**config.mk**
```make
export PLATFORM = sky130hd
export DESIGN_NAME = baccarat_table_seq
export DESIGN_NICKNAME = d
export VERILOG_FILES = /design/src/rtl/baccarat_pkg.sv /design/src/rtl/baccarat_tally.sv /design/src/rtl/baccarat_table_seq.sv
export SDC_FILE = /design/constraint.sdc
export NUM_CORES = 1
export LEC_CHECK = 0
export CAP_MARGIN = 20
export CELL_PAD_IN_SITES_DETAIL_PLACEMENT = 0
export CELL_PAD_IN_SITES_GLOBAL_PLACEMENT = 1
export CORE_MARGIN = 2
export CORE_UTILIZATION = 39
export CTS_BUF_LIST = sky130_fd_sc_hd__clkbuf_4
export DETAILED_ROUTE_END_ITERATION = 6
export GPL_ROUTABILITY_DRIVEN = 0
export PLACE_DENSITY = 0.91
export SYNTH_ARGS = -nofsm -noshare
export SYNTH_HDL_FRONTEND = slang
export SYNTH_SLANG_ARGS = --single-unit
```
**constraint.sdc**
```tcl
create_clock -name slow_clock -period 3 [get_ports slow_clock]
set_clock_uncertainty 0.15 [all_clocks]
set_input_delay 0.6 -clock slow_clock [delete_from_list [all_inputs] [get_ports slow_clock]]
set_output_delay 0.6 -clock slow_clock [all_outputs]
set_load 0.05 [all_outputs]
```
**src/rtl/baccarat_pkg.sv**
```systemverilog
// Shared types and card/score helpers for the multi-seat baccarat table sequencer.
package baccarat_pkg;

  localparam int CTR_W = 3;

  typedef enum logic [2:0] {
    S_IDLE   = 3'd0,
    S_DEAL1  = 3'd1,
    S_DEAL2  = 3'd2,
    S_CHECK  = 3'd3,
    S_DRAW3  = 3'd4,
    S_DDEC   = 3'd5,
    S_DC3    = 3'd6,
    S_RESULT = 3'd7
  } state_t;

  // Out-of-range scores from the datapath behave as a 9.
  function automatic logic [3:0] sat9(input logic [3:0] s);
    if (s > 4'd9) begin
      return 4'd9;
    end else begin
      return s;
    end
  endfunction

  function automatic logic [3:0] card_value(input logic [3:0] rank);
    if (rank >= 4'd10) begin
      return 4'd0;
    end else begin
      return rank;
    end
  endfunction

  function automatic logic is_natural(input logic [3:0] s);
    return (sat9(s) >= 4'd8);
  endfunction

  function automatic logic dealer_draws(input logic [3:0] dscore, input logic [3:0] v,
                                        input logic seat0_drew);
    logic [3:0] d;
    logic       r;
    d = sat9(dscore);
    r = 1'b0;
    if (!seat0_drew) begin
      r = (d <= 4'd5);
    end else begin
      case (d)
        4'd0, 4'd1, 4'd2: r = 1'b1;
        4'd3:             r = (v != 4'd8);
        4'd4:             r = (v >= 4'd2) && (v <= 4'd7);
        4'd5:             r = (v >= 4'd4) && (v <= 4'd7);
        4'd6:             r = (v >= 4'd6) && (v <= 4'd7);
        default:          r = 1'b0;
      endcase
    end
    return r;
  endfunction

endpackage

```
**src/rtl/baccarat_tally.sv**
```systemverilog
// Saturating up-counter used for the round and per-seat win tallies.
module baccarat_tally
  import baccarat_pkg::*;
#(
  parameter int W = 8
) (
  input  logic         slow_clock,
  input  logic         reset,
  input  logic         clr,
  input  logic         inc,
  output logic [W-1:0] count
);

  logic [W-1:0] count_r;

  // Count up on inc, sticking at all-ones.
  always_ff @(posedge slow_clock or posedge reset) begin
    if (reset) begin
      count_r <= {W{1'b0}};
    end else if (clr) begin
      count_r <= {W{1'b0}};
    end else if (inc && (count_r != {W{1'b1}})) begin
      count_r <= count_r + {{(W-1){1'b0}}, 1'b1};
    end else begin
      count_r <= count_r;
    end
  end

  assign count = count_r;

endmodule

```
**src/rtl/baccarat_table_seq.sv**
```systemverilog
// Multi-seat baccarat dealing sequencer: card-load strobes, third-card rules,
// per-seat result lights and saturating tallies.
module baccarat_table_seq
  import baccarat_pkg::*;
#(
  parameter int N_SEATS = 2,
  parameter int TALLY_W = 8
) (
  input  logic                         slow_clock,
  input  logic                         reset,
  input  logic                         start,
  input  logic [4*N_SEATS-1:0]         pscore,
  input  logic [3:0]                   dscore,
  input  logic [4*N_SEATS-1:0]         pcard3,
  output logic [3*N_SEATS-1:0]         load_pcard,
  output logic [2:0]                   load_dcard,
  output logic                         busy,
  output logic                         done,
  output logic [N_SEATS-1:0]           player_win_light,
  output logic [N_SEATS-1:0]           dealer_win_light,
  output logic [TALLY_W-1:0]           round_count,
  output logic [TALLY_W*N_SEATS-1:0]   seat_wins
);

  localparam logic [CTR_W-1:0] DEALER_CTR = CTR_W'(N_SEATS);

  state_t                 state_r, state_s;
  logic [CTR_W-1:0]       ctr_r, ctr_s;
  logic [N_SEATS-1:0]     mask_r, mask_s;

  logic [N_SEATS-1:0]     draw_s, pl_s, dl_s, win_s;
  logic                   natural_s;
  logic [CTR_W-1:0]       first_idx_s, next_idx_s;
  logic                   next_found_s, cur_marked_s;
  logic [3*N_SEATS-1:0]   pstrobe_s;
  logic [2:0]             dstrobe_s;
  logic                   tally_inc_s;
  logic                   pcard3_unused_s;

  logic [3*N_SEATS-1:0]   load_pcard_r;
  logic [2:0]             load_dcard_r;
  logic                   busy_r, done_r;
  logic [N_SEATS-1:0]     pl_r, dl_r;

  // Only seat 0's third card feeds the dealer rule.
  assign pcard3_unused_s = ^pcard3;

  // Per-seat draw eligibility and outcome against the dealer.
  always_comb begin
    draw_s    = {N_SEATS{1'b0}};
    pl_s      = {N_SEATS{1'b0}};
    dl_s      = {N_SEATS{1'b0}};
    win_s     = {N_SEATS{1'b0}};
    natural_s = is_natural(dscore) || is_natural(pscore[3:0]);
    for (int i = 0; i < N_SEATS; i++) begin
      draw_s[i] = (sat9(pscore[4*i +: 4]) <= 4'd5);
      pl_s[i]   = (sat9(pscore[4*i +: 4]) >= sat9(dscore));
      dl_s[i]   = (sat9(pscore[4*i +: 4]) <= sat9(dscore));
      win_s[i]  = (sat9(pscore[4*i +: 4]) >  sat9(dscore));
    end
  end

  // Lowest marked seat, next marked seat above ctr, and whether ctr is marked.
  always_comb begin
    first_idx_s  = {CTR_W{1'b0}};
    next_idx_s   = {CTR_W{1'b0}};
    next_found_s = 1'b0;
    cur_marked_s = 1'b0;
    for (int i = N_SEATS - 1; i >= 0; i--) begin
      first_idx_s  = draw_s[i] ? CTR_W'(i) : first_idx_s;
      next_found_s = (mask_r[i] && (CTR_W'(i) > ctr_r)) ? 1'b1 : next_found_s;
      next_idx_s   = (mask_r[i] && (CTR_W'(i) > ctr_r)) ? CTR_W'(i) : next_idx_s;
      cur_marked_s = (ctr_r == CTR_W'(i)) ? mask_r[i] : cur_marked_s;
    end
  end

  // Next-state logic for the round sequencer.
  always_comb begin
    state_s = state_r;
    ctr_s   = ctr_r;
    mask_s  = mask_r;
    case (state_r)
      S_IDLE: begin
        if (start) begin
          state_s = S_DEAL1;
          ctr_s   = {CTR_W{1'b0}};
          mask_s  = {N_SEATS{1'b0}};
        end else begin
          state_s = S_IDLE;
        end
      end
      S_DEAL1, S_DEAL2: begin
        if (ctr_r < DEALER_CTR) begin
          ctr_s = ctr_r + CTR_W'(1);
        end else if (ctr_r == DEALER_CTR) begin
          ctr_s   = {CTR_W{1'b0}};
          state_s = (state_r == S_DEAL1) ? S_DEAL2 : S_CHECK;
        end else begin
          ctr_s   = {CTR_W{1'b0}};
          state_s = S_IDLE;
        end
      end
      S_CHECK: begin
        ctr_s = {CTR_W{1'b0}};
        if (natural_s) begin
          mask_s  = {N_SEATS{1'b0}};
          state_s = S_RESULT;
        end else if (draw_s == {N_SEATS{1'b0}}) begin
          mask_s  = draw_s;
          state_s = S_DDEC;
        end else begin
          mask_s  = draw_s;
          ctr_s   = first_idx_s;
          state_s = S_DRAW3;
        end
      end
      S_DRAW3: begin
        if ((ctr_r < DEALER_CTR) && cur_marked_s) begin
          if (next_found_s) begin
            ctr_s = next_idx_s;
          end else begin
            ctr_s   = {CTR_W{1'b0}};
            state_s = S_DDEC;
          end
        end else begin
          ctr_s   = {CTR_W{1'b0}};
          state_s = S_IDLE;
        end
      end
      S_DDEC:   state_s = dealer_draws(dscore, card_value(pcard3[3:0]), mask_r[0]) ? S_DC3 : S_RESULT;
      S_DC3:    state_s = S_RESULT;
      S_RESULT: begin
        state_s = S_IDLE;
        ctr_s   = {CTR_W{1'b0}};
      end
      default: begin
        state_s = S_IDLE;
        ctr_s   = {CTR_W{1'b0}};
      end
    endcase
  end

  // Strobes for the cycle about to start, decoded from next state so they register cleanly.
  always_comb begin
    pstrobe_s = {(3*N_SEATS){1'b0}};
    dstrobe_s = 3'b000;
    case (state_s)
      S_DEAL1, S_DEAL2: begin
        for (int i = 0; i < N_SEATS; i++) begin
          pstrobe_s[3*i]     = (state_s == S_DEAL1) && (ctr_s == CTR_W'(i));
          pstrobe_s[3*i + 1] = (state_s == S_DEAL2) && (ctr_s == CTR_W'(i));
        end
        dstrobe_s[0] = (state_s == S_DEAL1) && (ctr_s == DEALER_CTR);
        dstrobe_s[1] = (state_s == S_DEAL2) && (ctr_s == DEALER_CTR);
      end
      S_DRAW3: begin
        for (int i = 0; i < N_SEATS; i++) begin
          pstrobe_s[3*i + 2] = (ctr_s == CTR_W'(i));
        end
      end
      S_DC3:   dstrobe_s = 3'b100;
      default: begin
        pstrobe_s = {(3*N_SEATS){1'b0}};
        dstrobe_s = 3'b000;
      end
    endcase
  end

  // Sequencer state registers.
  always_ff @(posedge slow_clock or posedge reset) begin
    if (reset) begin
      state_r <= S_IDLE;
      ctr_r   <= {CTR_W{1'b0}};
      mask_r  <= {N_SEATS{1'b0}};
    end else begin
      state_r <= state_s;
      ctr_r   <= ctr_s;
      mask_r  <= mask_s;
    end
  end

  // Output registers; lights capture final scores as RESULT closes.
  always_ff @(posedge slow_clock or posedge reset) begin
    if (reset) begin
      load_pcard_r <= {(3*N_SEATS){1'b0}};
      load_dcard_r <= 3'b000;
      busy_r       <= 1'b0;
      done_r       <= 1'b0;
      pl_r         <= {N_SEATS{1'b0}};
      dl_r         <= {N_SEATS{1'b0}};
    end else begin
      load_pcard_r <= pstrobe_s;
      load_dcard_r <= dstrobe_s;
      busy_r       <= (state_s != S_IDLE);
      done_r       <= (state_r == S_RESULT);
      if (state_r == S_RESULT) begin
        pl_r <= pl_s;
        dl_r <= dl_s;
      end else if ((state_r == S_IDLE) && start) begin
        pl_r <= {N_SEATS{1'b0}};
        dl_r <= {N_SEATS{1'b0}};
      end else begin
        pl_r <= pl_r;
        dl_r <= dl_r;
      end
    end
  end

  assign tally_inc_s = (state_r == S_RESULT);

  baccarat_tally #(.W(TALLY_W)) u_round_tally (
    .slow_clock (slow_clock),
    .reset      (reset),
    .clr        (1'b0),
    .inc        (tally_inc_s),
    .count      (round_count)
  );

  for (genvar g = 0; g < N_SEATS; g++) begin : g_seat
    baccarat_tally #(.W(TALLY_W)) u_win_tally (
      .slow_clock (slow_clock),
      .reset      (reset),
      .clr        (1'b0),
      .inc        (tally_inc_s && win_s[g]),
      .count      (seat_wins[g*TALLY_W +: TALLY_W])
    );
  end

  assign load_pcard       = load_pcard_r;
  assign load_dcard       = load_dcard_r;
  assign busy             = busy_r;
  assign done             = done_r;
  assign player_win_light = pl_r;
  assign dealer_win_light = dl_r;

endmodule

```
Word-level counts from Yosys, hierarchy flattened
Index checks and enable logic that the tools add are counted.

word-level totals
  bits in registers = 47
  bits in latches = 0
  bits in writable memories = 0
  memory bits (read-only) = 0
  output and inout port bits = 39
  word-level logic and storage cells = 141
  memories kept = 0

operators by class
  $add $sub $neg = 4
  $mul = 0
  div/mod/pow operators = 0
  $lt $le $gt $ge = 22
  eq/ne operators = 26
  shifts and indexed selects = 0
  mux-type cells = 46
  bitwise logic cells = 0
  reduce and logical (&&, ||, !) cells = 31

operator list
  kind                                                                               count
  8-bit by 1-bit adder with 8-bit output (second input constant)                     3
  4-bit two-way mux                                                                  6
  8-bit inequality test (second input constant)                                      3
  3-bit case mux with 7 select lines                                                 1
  1-bit two-way mux                                                                  20
  2-bit two-way mux                                                                  10
  3-bit equality test (second input constant)                                        6
  1-bit logical AND                                                                  18
  3-bit two-way mux                                                                  6
  4-bit by 3-bit less-or-equal comparator with 1-bit output (second input constant)  4
  3-bit by 2-bit equality test with 1-bit output (second input constant)             5
  3-bit case mux with 5 select lines                                                 1
  3-bit by 1-bit equality test with 1-bit output (second input constant)             4
  4-bit by 3-bit equality test with 1-bit output (second input constant)             3
  4-bit >= comparator (second input constant)                                        3
  4-bit > comparator (second input constant)                                         3
  3-bit logical NOT                                                                  3
  4-bit by 2-bit equality test with 1-bit output (second input constant)             2
  4-bit by 3-bit >= comparator with 1-bit output (second input constant)             2
  4-bit >= comparator                                                                2
  4-bit > comparator                                                                 2
  4-bit less-or-equal comparator                                                     2
  1-bit by 3-bit > comparator with 1-bit output (first input constant)               2
  1-bit case mux with 5 select lines                                                 1
  15 further kinds                                                                   17

Longest topological paths before layout
  depth after elaboration = 13
  mapped depth = 10

Modules after synthesis
From an unflattened synthesis, not the netlist that was laid out.

second synthesis, totals
  cell total of the unflattened synthesis = 316
  area total of the unflattened synthesis = 3,030.4 um^2

modules (own cells, without submodules)
  module              instances  cells each  area each (um^2)  sequential area each (um^2)
  baccarat_table_seq  1          169         1,517.7           575.6
  baccarat_tally      3          49          504.2             200.2

Worst setup path after synthesis
Ideal clock, no wire load.

  path type = input to register
  from = input port dscore[3]
  to = register g_seat[0].u_win_tally.count_r[1]
  setup time = 128 ps
  arrival time = 2,204 ps
  setup slack = 519 ps
  stages = 7
  path buffers = 0
  cell sequence = inv_1 nand2_1 ha_1 and4_1 a311o_1 a21oi_2 mux2_1

between the ends
  longest elaborated chain between the ends = 5

RTL lines
  what                    line                       RTL
  from (decl)             baccarat_table_seq.sv:13   input logic [3:0] dscore,
  4-bit > comparator      baccarat_pkg.sv:19         if (s > 4'd9) begin
  4-bit two-way mux (*)   baccarat_pkg.sv:19
  4-bit > comparator (*)  baccarat_table_seq.sv:59   win_s[i] = (sat9(pscore[4*i +: 4]) > sat9(dscore));
  1-bit logical AND (*)   baccarat_table_seq.sv:224  .inc (tally_inc_s && win_s[g]),
  1-bit logical AND (*)   baccarat_tally.sv:22       end else if (inc && (count_r != {W{1'b1}})) begin
  to (signal assigned)    baccarat_tally.sv:21       count_r <= {W{1'b0}};
  to (signal assigned)    baccarat_tally.sv:23       count_r <= count_r + {{(W-1){1'b0}}, 1'b1};
  to (signal assigned)    baccarat_tally.sv:25       count_r <= count_r;
  to (decl)               baccarat_tally.sv:14       logic [W-1:0] count_r;

Mark *: on every way between the ends. The rest lies on a longest branch, timed or not.
A chain may end at the register's enable or synchronous reset.

Worst setup path after layout
Ends and elaborated chain as after synthesis.

==> results.md <==
* Tcrit/Tclk final at 0.8923
* Via density at 5.205
* Comb power frac at 0.449
* Max-cap violations at 0
* Initial antenna violation count at 0
* Overall routed net length at 5.476 mm
* Crit path arrival time at 2.77 ns
* Post-DRT Antenna Nets at 0
* Slowest cell on the critical path: clkdlybuf4s50_1
* P_sw at 0.001039 W
* Cell area after synthesis at 2572 um2
* Synth top area share at 0.4572
* Fmax at 0.3736 GHz
* Internal at 0.001440 W
* Simple-gate share of the synthesized area at 0.2184
* Element type at the critical path start: primary input
* Routed length per instance at 14.01 um
* CP top delay family: buffers and inverters
* Ports at 62
* Setup Fix Bufs, Post-CTS at 0
* CP required at 3.10 ns
* CTS root buf: clkbuf_4
* CP Max Fanout at 8
* Syn Nets at 283
* Final Max Tran Viols at 0
* Main combinational cell family by area after synthesis: simple AND/OR/NAND/NOR gates
* Vias in the first global route at 2093
* Post-Synth Adder-Cell Area at 0.06323
* P&R area growth vs syn at 31.18%
* Maximum vdd drop at 0.0004429 V
* # clock sinks at 47
* Crit end category: flop
* Layout cells sized above 1 at 0.1178
* Min Tclk post-route at 2.677 ns
* DRT Pass-1 Iters at 4
* Via count at 2035
* Die ar. at 7262 um2
* Mux contribution to synthesized area at 0.01751
* # port buffers at 57
* Inserted Diodes at 0
* Compound-gate portion of the synthesized area at 0.1352
* Initial detailed-routing violation count at 96
* Post-synth top flop: dfrtp_1
* RSZ-0062 raised after global routing: no
* Worst-path cell chain: clkdlybuf4s50_1, inv_1, nand2_1, ha_1, and4_1, a311o_1, a21oi_2, buf_4, mux2_1
* #FFs+latches synth at 47
* Placed cells at 383
* Netlist cell types at 59
* Hold Crit Class: reg2reg
* Most frequent cells in the layout: clkdlybuf4s50_1, dfrtp_1, xnor2_1
* Final nets at 349
* CP max stage delay at 0.45 ns
* Syn Area/Cell at 10.41 um2
* Leading cell type in the layout, fill and taps excluded: clkdlybuf4s50_1
* Core area at 6350 um2
* Largest net degree at the start of global routing at 48
* Die W at 85.22 um
* Yosys Warn Count at 0
* Number of cells produced by synthesis at 247
* Post-CTS resize count at 0
* Row count at 29
* CTS Hold Bufs at 0
* Placed Area at 3269 um2
* Slew @ Worst Pin at 0.5801 ns
* CTS tree: yes
* Post-Layout Cell Count at 391
* Max_slew headroom at 0.6132
* Post-synth ARST share at 1.000
* Die height at 85.22 um
* Residual DRC at 0
* Final setup vio count at 0
* Status: complete, no violations
* P per Cell Area at 734.5 nW/um2
* Fin. Hold Viols at 0
* CP Class: in2reg
* First-pass GRT wire length at 9.625 mm
* Area leader, netlist: dfrtp_1
* Worst-Skew Late Latency at 0.36 ns
* Reg clk slew, reported paths at 0.14 ns
* Clock buffer depth at 2
* Overflow after GRT at 0
* EDFF count, synth at 0
* Seq pwr share at 0.364
* Buf+Inv Stages, Crit Path at 3
* Tot GR Track Use at 0.1627
* Net Sw Frac at 0.4191
* Dpl hpwl at 4.098 mm
* CTS buffer count at 5
* Post-Synth XOR/XNOR Area at 0.07490
* Synth area leaders: dfrtp_1, ha_1, xnor2_1, nand4_1, nand2_1
* H-tree depth at 2
* Post-synthesis sequential area ratio at 0.4572
* Initial core utilization at 0.4051
* Cell area after layout at 3374 um2
* Static leakage at 1.506 nW
* Part of the power in the clock network at 0.187
-- per-layer routing --
layer	GRT usage	up-vias	routed length (um)
met5	0	-	0
met4	0.03608	0	52
met3	0.04086	6	279
met2	0.2706	55	2665
met1	0.2155	968	2479
li1	-	1006	-
-- logic make-up after synthesis --
kind of cell               Yosys count
AOI/OAI and AO/OA                   46
xor gates and xnor gates            22
adders and majority gates           13
buffers and inverters               18
DFF                                 47
muxes                                4
and+or+nand+nor                     97
-- cell usage after synthesis, drive strengths merged (4+ instances only) --
cell and count:
mux2 4, nand2 18, dfrtp 47, o21a 7
a21oi 9, and3 7, xnor2 18, inv 9
nand2b 9, o21ai 6, nor2b 9, nor3 6
nor2 17, nand4 12, xor2 4, ha 13
buf 6
-- cell type report --
type | count | area [um2]
clock buffers | 5 | 37.54
clock inverters | 3 | 67.56
fillers | 571 | 2975
inverters | 9 | 33.78
multi-input cells | 182 | 1310
flip-flops and latches | 47 | 1176
well taps | 77 | 96.34
repair buffers | 68 | 653.1
-- flip-flops by register name, indices dropped and copies added, names as in the netlist --
register                  flops
busy                          1
u_round_tally.count           8
done                          1
ctr_r                         3
g_seat.u_win_tally.count     16
load_dcard                    3
load_pcard                    6
state_r                       3
dealer_win_light              2
mask_r                        2
player_win_light              2
-- worst paths after layout --
path | start | endpoint | slack (ns) | depth (start not counted)
max | dscore[3] | g_seat[0].u_win_tally.count[1]$_DFFE_PP0P_ | 0.32 | 9
min | g_seat[1].u_win_tally.count[5]$_DFFE_PP0P_ | g_seat[1].u_win_tally.count[5]$_DFFE_PP0P_ | 0.36 | 1
max in group asynchronous | reset | player_win_light[0]$_DFFE_PP0P_ | 1.77 | 3
min reg2reg | g_seat[1].u_win_tally.count[5]$_DFFE_PP0P_ | g_seat[1].u_win_tally.count[5]$_DFFE_PP0P_ | 0.36 | 1
min in group asynchronous | reset | g_seat[1].u_win_tally.count[5]$_DFFE_PP0P_ | 0.54 | 3
max reg2reg | ctr_r[1]$_DFF_PP0_ | load_pcard[1]$_DFF_PP0_ | 0.47 | 8
-- stage by stage --
step | utilization | setup TNS (ns) | setup WS (ns) | hold slack, ns | power, W
finish | 0.5314 | 0 | 0.3231 | 0.3574 | 0.002479
global route | 0.5314 | 0 | 0.2705 | 0.3900 | 0.002655
CTS | 0.5314 | 0 | 0.3350 | 0.3609 | 0.002510
detailed placement | 0.5149 | -0.04640 | -0.04640 | 0.3351 | 0.002037
global placement | 0.5149 | 0 | 0.005459 | 0.3351 | 0.002011
floorplan | - | 0 | 0.5190 | 0.3723 | 0.001742
-- power groups by stage --
stage | registers [W] | logic, W | clock network, W
floorplan | 0.00111 | 0.000629 | 0
global route | 0.000929 | 0.00122 | 0.000505
detailed placement | 0.000915 | 0.00112 | 0
global placement | 0.000910 | 0.00110 | 0
finish | 0.000903 | 0.00111 | 0.000463
CTS | 0.000903 | 0.00113 | 0.000480
Note: power is estimated with default switching activity, not from simulation.
